`src/rtl/output_spike_counter.sv`:
```
// Counts layer-2 output spikes over a window of enable-edge samples; optional result FIFO via SPIKE_COUNTER_HISTORY_EN.
// Latency: counts, winner and result_valid appear one cycle after the closing sample.
// Backpressure: none on the sample path; a full history FIFO drops new results and flags hist_overflow.
module output_spike_counter #(
  parameter int COUNT_W = 8
) (
  input  logic               system_clock,
  input  logic               reset,
  input  logic               enable,
  input  logic [1:0]         output_spikes,
  input  logic [7:0]         window_len,
  output logic [COUNT_W-1:0] count0_out,
  output logic [COUNT_W-1:0] count1_out,
  output logic [1:0]         winner,
  output logic               result_valid
`ifdef SPIKE_COUNTER_HISTORY_EN
  ,
  input  logic                 hist_pop,
  output logic [2*COUNT_W+1:0] hist_data,
  output logic                 hist_empty,
  output logic                 hist_full,
  output logic                 hist_overflow
`endif
);

  typedef enum logic {IDLE, COUNT} state_t;

  localparam logic [COUNT_W-1:0] CNT_MAX = '1;

  state_t             state;
  logic               enable_q;
  logic [7:0]         len_q;
  logic [7:0]         smp_cnt;
  logic [COUNT_W-1:0] cnt0;
  logic [COUNT_W-1:0] cnt1;

  logic               sample;
  logic [7:0]         smp_nxt;
  logic [COUNT_W-1:0] nxt0;
  logic [COUNT_W-1:0] nxt1;

  assign sample  = enable & ~enable_q;
  assign smp_nxt = smp_cnt + 8'd1;
  // Saturating accumulate: a full counter stays pinned at its maximum.
  assign nxt0 = (cnt0 == CNT_MAX) ? cnt0 : cnt0 + {{(COUNT_W-1){1'b0}}, output_spikes[0]};
  assign nxt1 = (cnt1 == CNT_MAX) ? cnt1 : cnt1 + {{(COUNT_W-1){1'b0}}, output_spikes[1]};

  always_ff @(posedge system_clock) begin
    if (!reset) begin
      state        <= IDLE;
      enable_q     <= 1'b1;
      len_q        <= '0;
      smp_cnt      <= '0;
      cnt0         <= '0;
      cnt1         <= '0;
      count0_out   <= '0;
      count1_out   <= '0;
      winner       <= 2'b00;
      result_valid <= 1'b0;
    end else begin
      enable_q     <= enable;
      result_valid <= 1'b0;
      case (state)
        IDLE: begin
          if (window_len != 8'd0) begin
            len_q   <= window_len;
            smp_cnt <= '0;
            cnt0    <= '0;
            cnt1    <= '0;
            state   <= COUNT;
          end
        end
        COUNT: begin
          if (sample) begin
            if (smp_nxt == len_q) begin
              count0_out   <= nxt0;
              count1_out   <= nxt1;
              winner       <= (nxt0 > nxt1) ? 2'b01 : ((nxt1 > nxt0) ? 2'b10 : 2'b00);
              result_valid <= 1'b1;
              smp_cnt      <= '0;
              cnt0         <= '0;
              cnt1         <= '0;
              // window_len is only sampled at window boundaries.
              if (window_len != 8'd0) begin
                len_q <= window_len;
              end else begin
                state <= IDLE;
              end
            end else begin
              smp_cnt <= smp_nxt;
              cnt0    <= nxt0;
              cnt1    <= nxt1;
            end
          end
        end
        default: state <= IDLE;
      endcase
    end
  end

`ifdef SPIKE_COUNTER_HISTORY_EN
  spike_hist_fifo #(
    .W     (2*COUNT_W+2),
    .DEPTH (4)
  ) u_hist (
    .clk      (system_clock),
    .rst_n    (reset),
    .push     (result_valid),
    .push_dat ({winner, count1_out, count0_out}),
    .pop      (hist_pop),
    .pop_dat  (hist_data),
    .empty    (hist_empty),
    .full     (hist_full),
    .overflow (hist_overflow)
  );
`endif

endmodule

`ifdef SPIKE_COUNTER_HISTORY_EN
// Generic show-ahead FIFO with synchronous active-low reset and sticky overflow flag.
// Latency: a pushed entry is visible at pop_dat the cycle after the push.
// Backpressure: push when full is dropped unless a pop happens in the same cycle.
module spike_hist_fifo #(
  parameter int W     = 8,
  parameter int DEPTH = 4
) (
  input  logic         clk,
  input  logic         rst_n,
  input  logic         push,
  input  logic [W-1:0] push_dat,
  input  logic         pop,
  output logic [W-1:0] pop_dat,
  output logic         empty,
  output logic         full,
  output logic         overflow
);

  localparam int AW = $clog2(DEPTH);

  logic [W-1:0]  mem [DEPTH];
  logic [AW-1:0] wr_ptr;
  logic [AW-1:0] rd_ptr;
  logic [AW:0]   cnt;
  logic          do_push;
  logic          do_pop;

  assign empty   = (cnt == '0);
  assign full    = (cnt == (AW+1)'(DEPTH));
  assign do_pop  = pop & ~empty;
  assign do_push = push & (~full | do_pop);
  // Gate the head with empty so reset and drained states read as zero.
  assign pop_dat = empty ? '0 : mem[rd_ptr];

  always_ff @(posedge clk) begin
    if (do_push) begin
      mem[wr_ptr] <= push_dat;
    end
  end

  always_ff @(posedge clk) begin
    if (!rst_n) begin
      wr_ptr   <= '0;
      rd_ptr   <= '0;
      cnt      <= '0;
      overflow <= 1'b0;
    end else begin
      if (do_push) wr_ptr <= wr_ptr + 1'b1;
      if (do_pop)  rd_ptr <= rd_ptr + 1'b1;
      case ({do_push, do_pop})
        2'b10:   cnt <= cnt + 1'b1;
        2'b01:   cnt <= cnt - 1'b1;
        default: cnt <= cnt;
      endcase
      if (push && full && !pop) overflow <= 1'b1;
    end
  end

endmodule
`endif

```
`config.mk`:
```
export PLATFORM = sky130hd
export DESIGN_NAME = output_spike_counter
export DESIGN_NICKNAME = d
export VERILOG_FILES = /design/src/rtl/output_spike_counter.sv
export SDC_FILE = /design/constraint.sdc
export NUM_CORES = 1
export LEC_CHECK = 0
export BUFFER_PORTS_ARGS = -buffer_cell sky130_fd_sc_hd__buf_2
export CORE_UTILIZATION = 40
export DETAILED_ROUTE_END_ITERATION = 8
export SETUP_SLACK_MARGIN = 0.02
export SLEW_MARGIN = 20
export SYNTH_ARGS = -nofsm -noshare
export SYNTH_HDL_FRONTEND = slang
export SYNTH_HIERARCHICAL = 1
export SYNTH_SLANG_ARGS = --single-unit
```
`constraint.sdc`:
```
create_clock -name system_clock -period 3.41 [get_ports system_clock]
set_input_delay 0.341 -clock system_clock [delete_from_list [all_inputs] [get_ports system_clock]]
set_output_delay 0.341 -clock system_clock [all_outputs]
set_load 0.02 [all_outputs]
```
== Word-level counts from Yosys, hierarchy flattened ==
Cells that the tools add are included.
Word-level totals
  register bits after elaboration: 53
  bits of input ports: 13
  output and inout port bits: 19
  word-level logic and storage cells: 52
Operators by class
  add/sub/neg operators: 3
  $lt $le $gt $ge: 2
  eq/ne operators: 6
  multiplexer cells: 23
  bitwise gates (word level): 3
  reduce and logical (&&, ||, !) cells: 5
Operators with widths (number)
  8-bit 2-to-1 mux: 12
  8-bit case mux with 2 select lines: 4
  8-bit by 1-bit adder with 8-bit output: 2
  8-bit == test, second input constant: 2
  8-bit greater-than comparator: 2
  8-bit by 1-bit adder with 8-bit output, second input constant: 1
  8-bit == test: 1
  8-bit nonzero test: 1
  3-bit AND reduction: 2
  1-bit 2-to-1 mux: 4
  2-bit 2-to-1 mux: 2
  2-bit by 1-bit inequality test with 1-bit output, second input constant: 2
  2-bit AND reduction: 2
  2-bit inequality test, second input constant: 1
  1-bit inverter: 2
  1-bit case mux with 2 select lines: 1
  1-bit AND: 1

== Longest topological paths before layout ==
  depth in word-level cells: 5
  mapped depth: 11

== Least setup slack after synthesis ==
No wires, ideal clock.
  path type: input -> register
  from: in output_spikes[1]
  to: reg winner[1]
  setup time: 116 ps
  arrival: 2516 ps
  slack: 778 ps
  cell stages on the path: 10
  cell sequence: ha_1 -> ha_1 -> nand3_1 -> xor2_1 -> nand2_1 -> ha_1 -> maj3_1 -> maj3_1 -> a221o_1 -> a31o_2
On the way
  word-level cells in the longest chain between the ends: 5
RTL lines
  start: declaration: RTL line 10  | input logic [1:0] output_spikes,
  8-bit by 1-bit adder with 8-bit output (*): RTL line 46  | assign nxt1 = (cnt1 == CNT_MAX) ? cnt1 : cnt1 + {{(COUNT_W-1){1'b0}}, output_spikes[1]};
  8-bit 2-to-1 mux (*): RTL line 46
  net nxt1[4]: RTL line 40  | logic [COUNT_W-1:0] nxt1;
  8-bit greater-than comparator: RTL line 78  | winner <= (nxt0 > nxt1) ? 2'b01 : ((nxt1 > nxt0) ? 2'b10 : 2'b00);
  2-bit 2-to-1 mux: RTL line 78
  2-bit 2-to-1 mux (*): RTL line 78
  end signal: assignment: RTL line 78
  end: declaration: RTL line 14  | output logic [1:0] winner,
The timed path passes the listed nets; every way through them passes the cells marked *.
A chain may end at the register's enable or synchronous reset.

== Worst setup path in the final report ==
  from: reg cnt0[0]
  to: reg winner[1]
On the way
  word-level cells in the longest chain between the ends: 5
RTL lines
  start: declaration: RTL line 34  | logic [COUNT_W-1:0] cnt0;
  start signal: assignment: RTL line 91  | cnt0 <= nxt0;
  8-bit by 1-bit adder with 8-bit output or 8-bit == test (tied branches): RTL line 45  | assign nxt0 = (cnt0 == CNT_MAX) ? cnt0 : cnt0 + {{(COUNT_W-1){1'b0}}, output_spikes[0]};
  8-bit 2-to-1 mux (*): RTL line 45
  8-bit greater-than comparator: RTL line 78
  2-bit 2-to-1 mux: RTL line 78
  2-bit 2-to-1 mux (*): RTL line 78
Mark *: on every way between the ends. The rest lies on a longest branch, timed or not.

==> flow_summary.yaml <==
floorplanning:
  coreArea_um2: 6830
  rows: 30
  chipHeight_um: 86.5
  io_pins: 32
  start_util_pct: 41.8
  die_area_um2: 7480
  die_w_um: 86.5
detailed_routing:
  drt_iter0_markers: 107
  vias_per_cell: 5.31
  vias: 2431
  drt-total-wl_mm: 6.63
  avgRoutedWirePerCell_um: 14.5
  drt_pass1_iterations: 5
  final_antenna_net_count: 0
  drc: 0
synth:
  syn_nets: 356
  yosys_warnings: 6
  synth_cells: 334
  syn-cell-area_um2: 2860
  synth_ff_type: "dfxtp_1"
  synth_edf_count: 0
  avgSynthCellArea_um2: 8.55
  seq_area_frac_synth_pct: 37.1
  ys_types: 54
  async_reset_ff_share_pct: 0
  synth_seq_cells: 53
cts:
  cts_inserted_buffers: 5
  root_buffer: "clkbuf_8"
  clockBufferDepth: 2
  clock_latency_ns: 0.31
  cts_hold_buf: 0
  cts_tree: "done"
  cts_setup_buffers: 0
  clkTransAtPathRegs_ns: 0.10
  cts_resized: 0
  htree_num_levels: 2
  clock-sinks: 53
final_layout:
  layout-drive-gt1-share_pct: 14.6
  syn_to_final_growth_pct: 11.2
  layout.nets: 383
  layout.cells.non_filler: 458
  layout_common_cells: "53 x dfxtp_1, 42 x nand2_1, 37 x nor2_1"
  num_antenna_cells: 0
  final_common_cell: "dfxtp_1"
  num-fill-cells: 707
sta:
  fin_skew_ns: 0.00975
  fin_setup_tns_ns: 0
  fmax_ghz: 0.345
  fin_ws_ns: 0.509
  tightest_slew_ns: 0.812
  rsz0062_at_grt: "no"
  fin_crit_sh_pct: 85.1
  setup_viol: 0
  maxSlewHeadroom_pct: 45.9
  fin_crit_ns: 2.90
  maxSlewViolCount: 0
  hold_viol_final: 0
setup_path:
  reg2reg_slack_ns: 0.51
  critical_path_class: "register to register"
  cp_data_required_time_ns: 3.62
  path_cells: "ha_1, ha_1, nand3_1, xor2_1, nand2_1, inv_1, ha_1, maj3_1, maj3_1, a221o_1, a31o_2"
  critPathSlowestCell: "dfxtp_1"
  arrival_ns: 3.11
  worst_path_largest_cell_delay_ns: 0.40
  cp_max_fo: 6
  cp-start-kind: "register"
  endpoint_kind: "register"
  path_common_cell: "ha_1"
global_routing:
  grt_pass1_wl_mm: 11.2
  grt_max_degree: 34
  track_usage_pct: 19.1
  grt_antenna_before_repair: 0
  grt.overflow.total: 0
  grt_pass1_vias: 2307
run:
  drv_cap: 0
placement:
  dpl_worst_slack_ns: 0.522
  gp_congestion: 0.883
  hpwl_mm: 4.71
  port_buffers: 31
  dp.cells: 450
outcome:
  status: "completed"
power:
  leakage_nw: 1.40
  power.density_nw_per_um2: 338
  vdd_drop_max_uv: 194
min_path:
  hold_class: "primary input to register"
state kept, by name (all words and copies together) (netlist names):
signal        cells
cnt0              8
cnt1              8
count0_out        8
count1_out        8
len_q             8
smp_cnt           8
winner            2
enable_q          1
result_valid      1
state             1
power breakdown:
group	switching (mW)	internal, mW	total (mW)
sequential	0.00746	0.627	0.634
clock	0.211	0.147	0.358
combinational	0.0496	0.0321	0.0817
kinds of logic (layout without fill, tap and decap cells):
group / after synthesis / after routing / synth area share [%]
XOR/XNOR: 17 / 17 / 5.96
buffers and inverters: 28 / 56 / 4.12
flip-flops: 53 / 53 / 37.1
multiplexers: 24 / 24 / 8.45
AND/OR/NAND/NOR: 141 / 141 / 24.2
adder cells (fa/ha/maj): 11 / 11 / 4.64
AO/OA/AOI/OAI: 60 / 60 / 15.5
cells in the mapped netlist, types with 2 or more instances:
| library cell | number | area share, % |
|---|---|---|
| dfxtp_1 | 53 | 37 |
| nand2_1 | 42 | 5.5 |
| nor2_1 | 37 | 4.9 |
| mux2i_1 | 23 | 8.1 |
| nand3_1 | 14 | 2.5 |
| a22oi_1 | 12 | 3.2 |
| a21oi_1 | 11 | 1.9 |
| inv_1 | 11 | 1.4 |
| o21ai_0 | 11 | 1.9 |
| ha_1 | 9 | 3.9 |
| clkbuf_1 | 8 | 1.1 |
| nand2b_1 | 8 | 1.8 |
| xnor2_1 | 8 | 2.5 |
| xor2_1 | 7 | 2.1 |
| and3_1 | 5 | 1.1 |
| and4_1 | 5 | 1.5 |
| buf_2 | 5 | 0.88 |
| nand4_1 | 5 | 1.1 |
| nor3_1 | 5 | 0.88 |
| and2_1 | 4 | 0.88 |
| nor2b_1 | 4 | 0.88 |
| o211ai_1 | 4 | 1.1 |
| a31o_2 | 3 | 0.92 |
| nor4_1 | 3 | 0.66 |
| a221o_1 | 2 | 0.70 |
| a22o_1 | 2 | 0.61 |
| a31oi_1 | 2 | 0.44 |
| clkbuf_2 | 2 | 0.35 |
| maj3_1 | 2 | 0.70 |
| o311a_1 | 2 | 0.70 |
| or2_2 | 2 | 0.44 |
worst max-delay path, delay by kind of cell, from the launching register on:
kind,cells,cell delay [ns]
AO/OA/AOI/OAI,2,0.55
XOR/XNOR,1,0.16
adder cells (fa/ha/maj),5,1.40
buffers and inverters,1,0.06
flip-flops,1,0.40
AND/OR/NAND/NOR,2,0.24
area by class of cell:
type	count	area, um^2	area share, %
Tap cell	96	120	3.78
Multi-Input combinational cell	253	1680	52.8
Sequential cell	53	1060	33.4
Clock buffer	8	80.1	2.52
Inverter	12	45.0	1.42
Timing Repair Buffer	36	193	6.07
through the flow:
step           util (%)  instance area (um^2)  power [mW]  hold slack [ns]
2_1_floorplan         -                  2860       0.704            0.442
3_3_place_gp       45.3                  3100       0.730            0.446
3_5_place_dp       45.3                  3100       0.731            0.448
4_1_cts            46.5                  3180        1.09            0.222
5_1_grt            46.5                  3180        1.12            0.215
6_report           46.5                  3180        1.07            0.225
path summary, 6_finish.rpt:
| path | from | end | cells past startpoint |
|---|---|---|---|
| setup reg to reg | cnt0[0] | winner[1] | 11 |
| setup / recovery | cnt0[0] | winner[1] | 11 |
| hold reg to reg | count1_out[2] | count1_out[2] | 2 |
| hold / removal | enable | enable_q | 2 |
metal layers:
layer | global-route usage, % | vias up | share of wire (%) | wire, um
li1 | - | 1239 | - | -
met1 | 25.9 | 1146 | 49 | 3220
met2 | 31.5 | 42 | 47 | 3130
met3 | 2.57 | 4 | 3.4 | 223
met4 | 5.91 | 0 | 0.93 | 62
met5 | 0 | - | 0 | 0
Note: power is estimated with default switching activity, not from simulation.
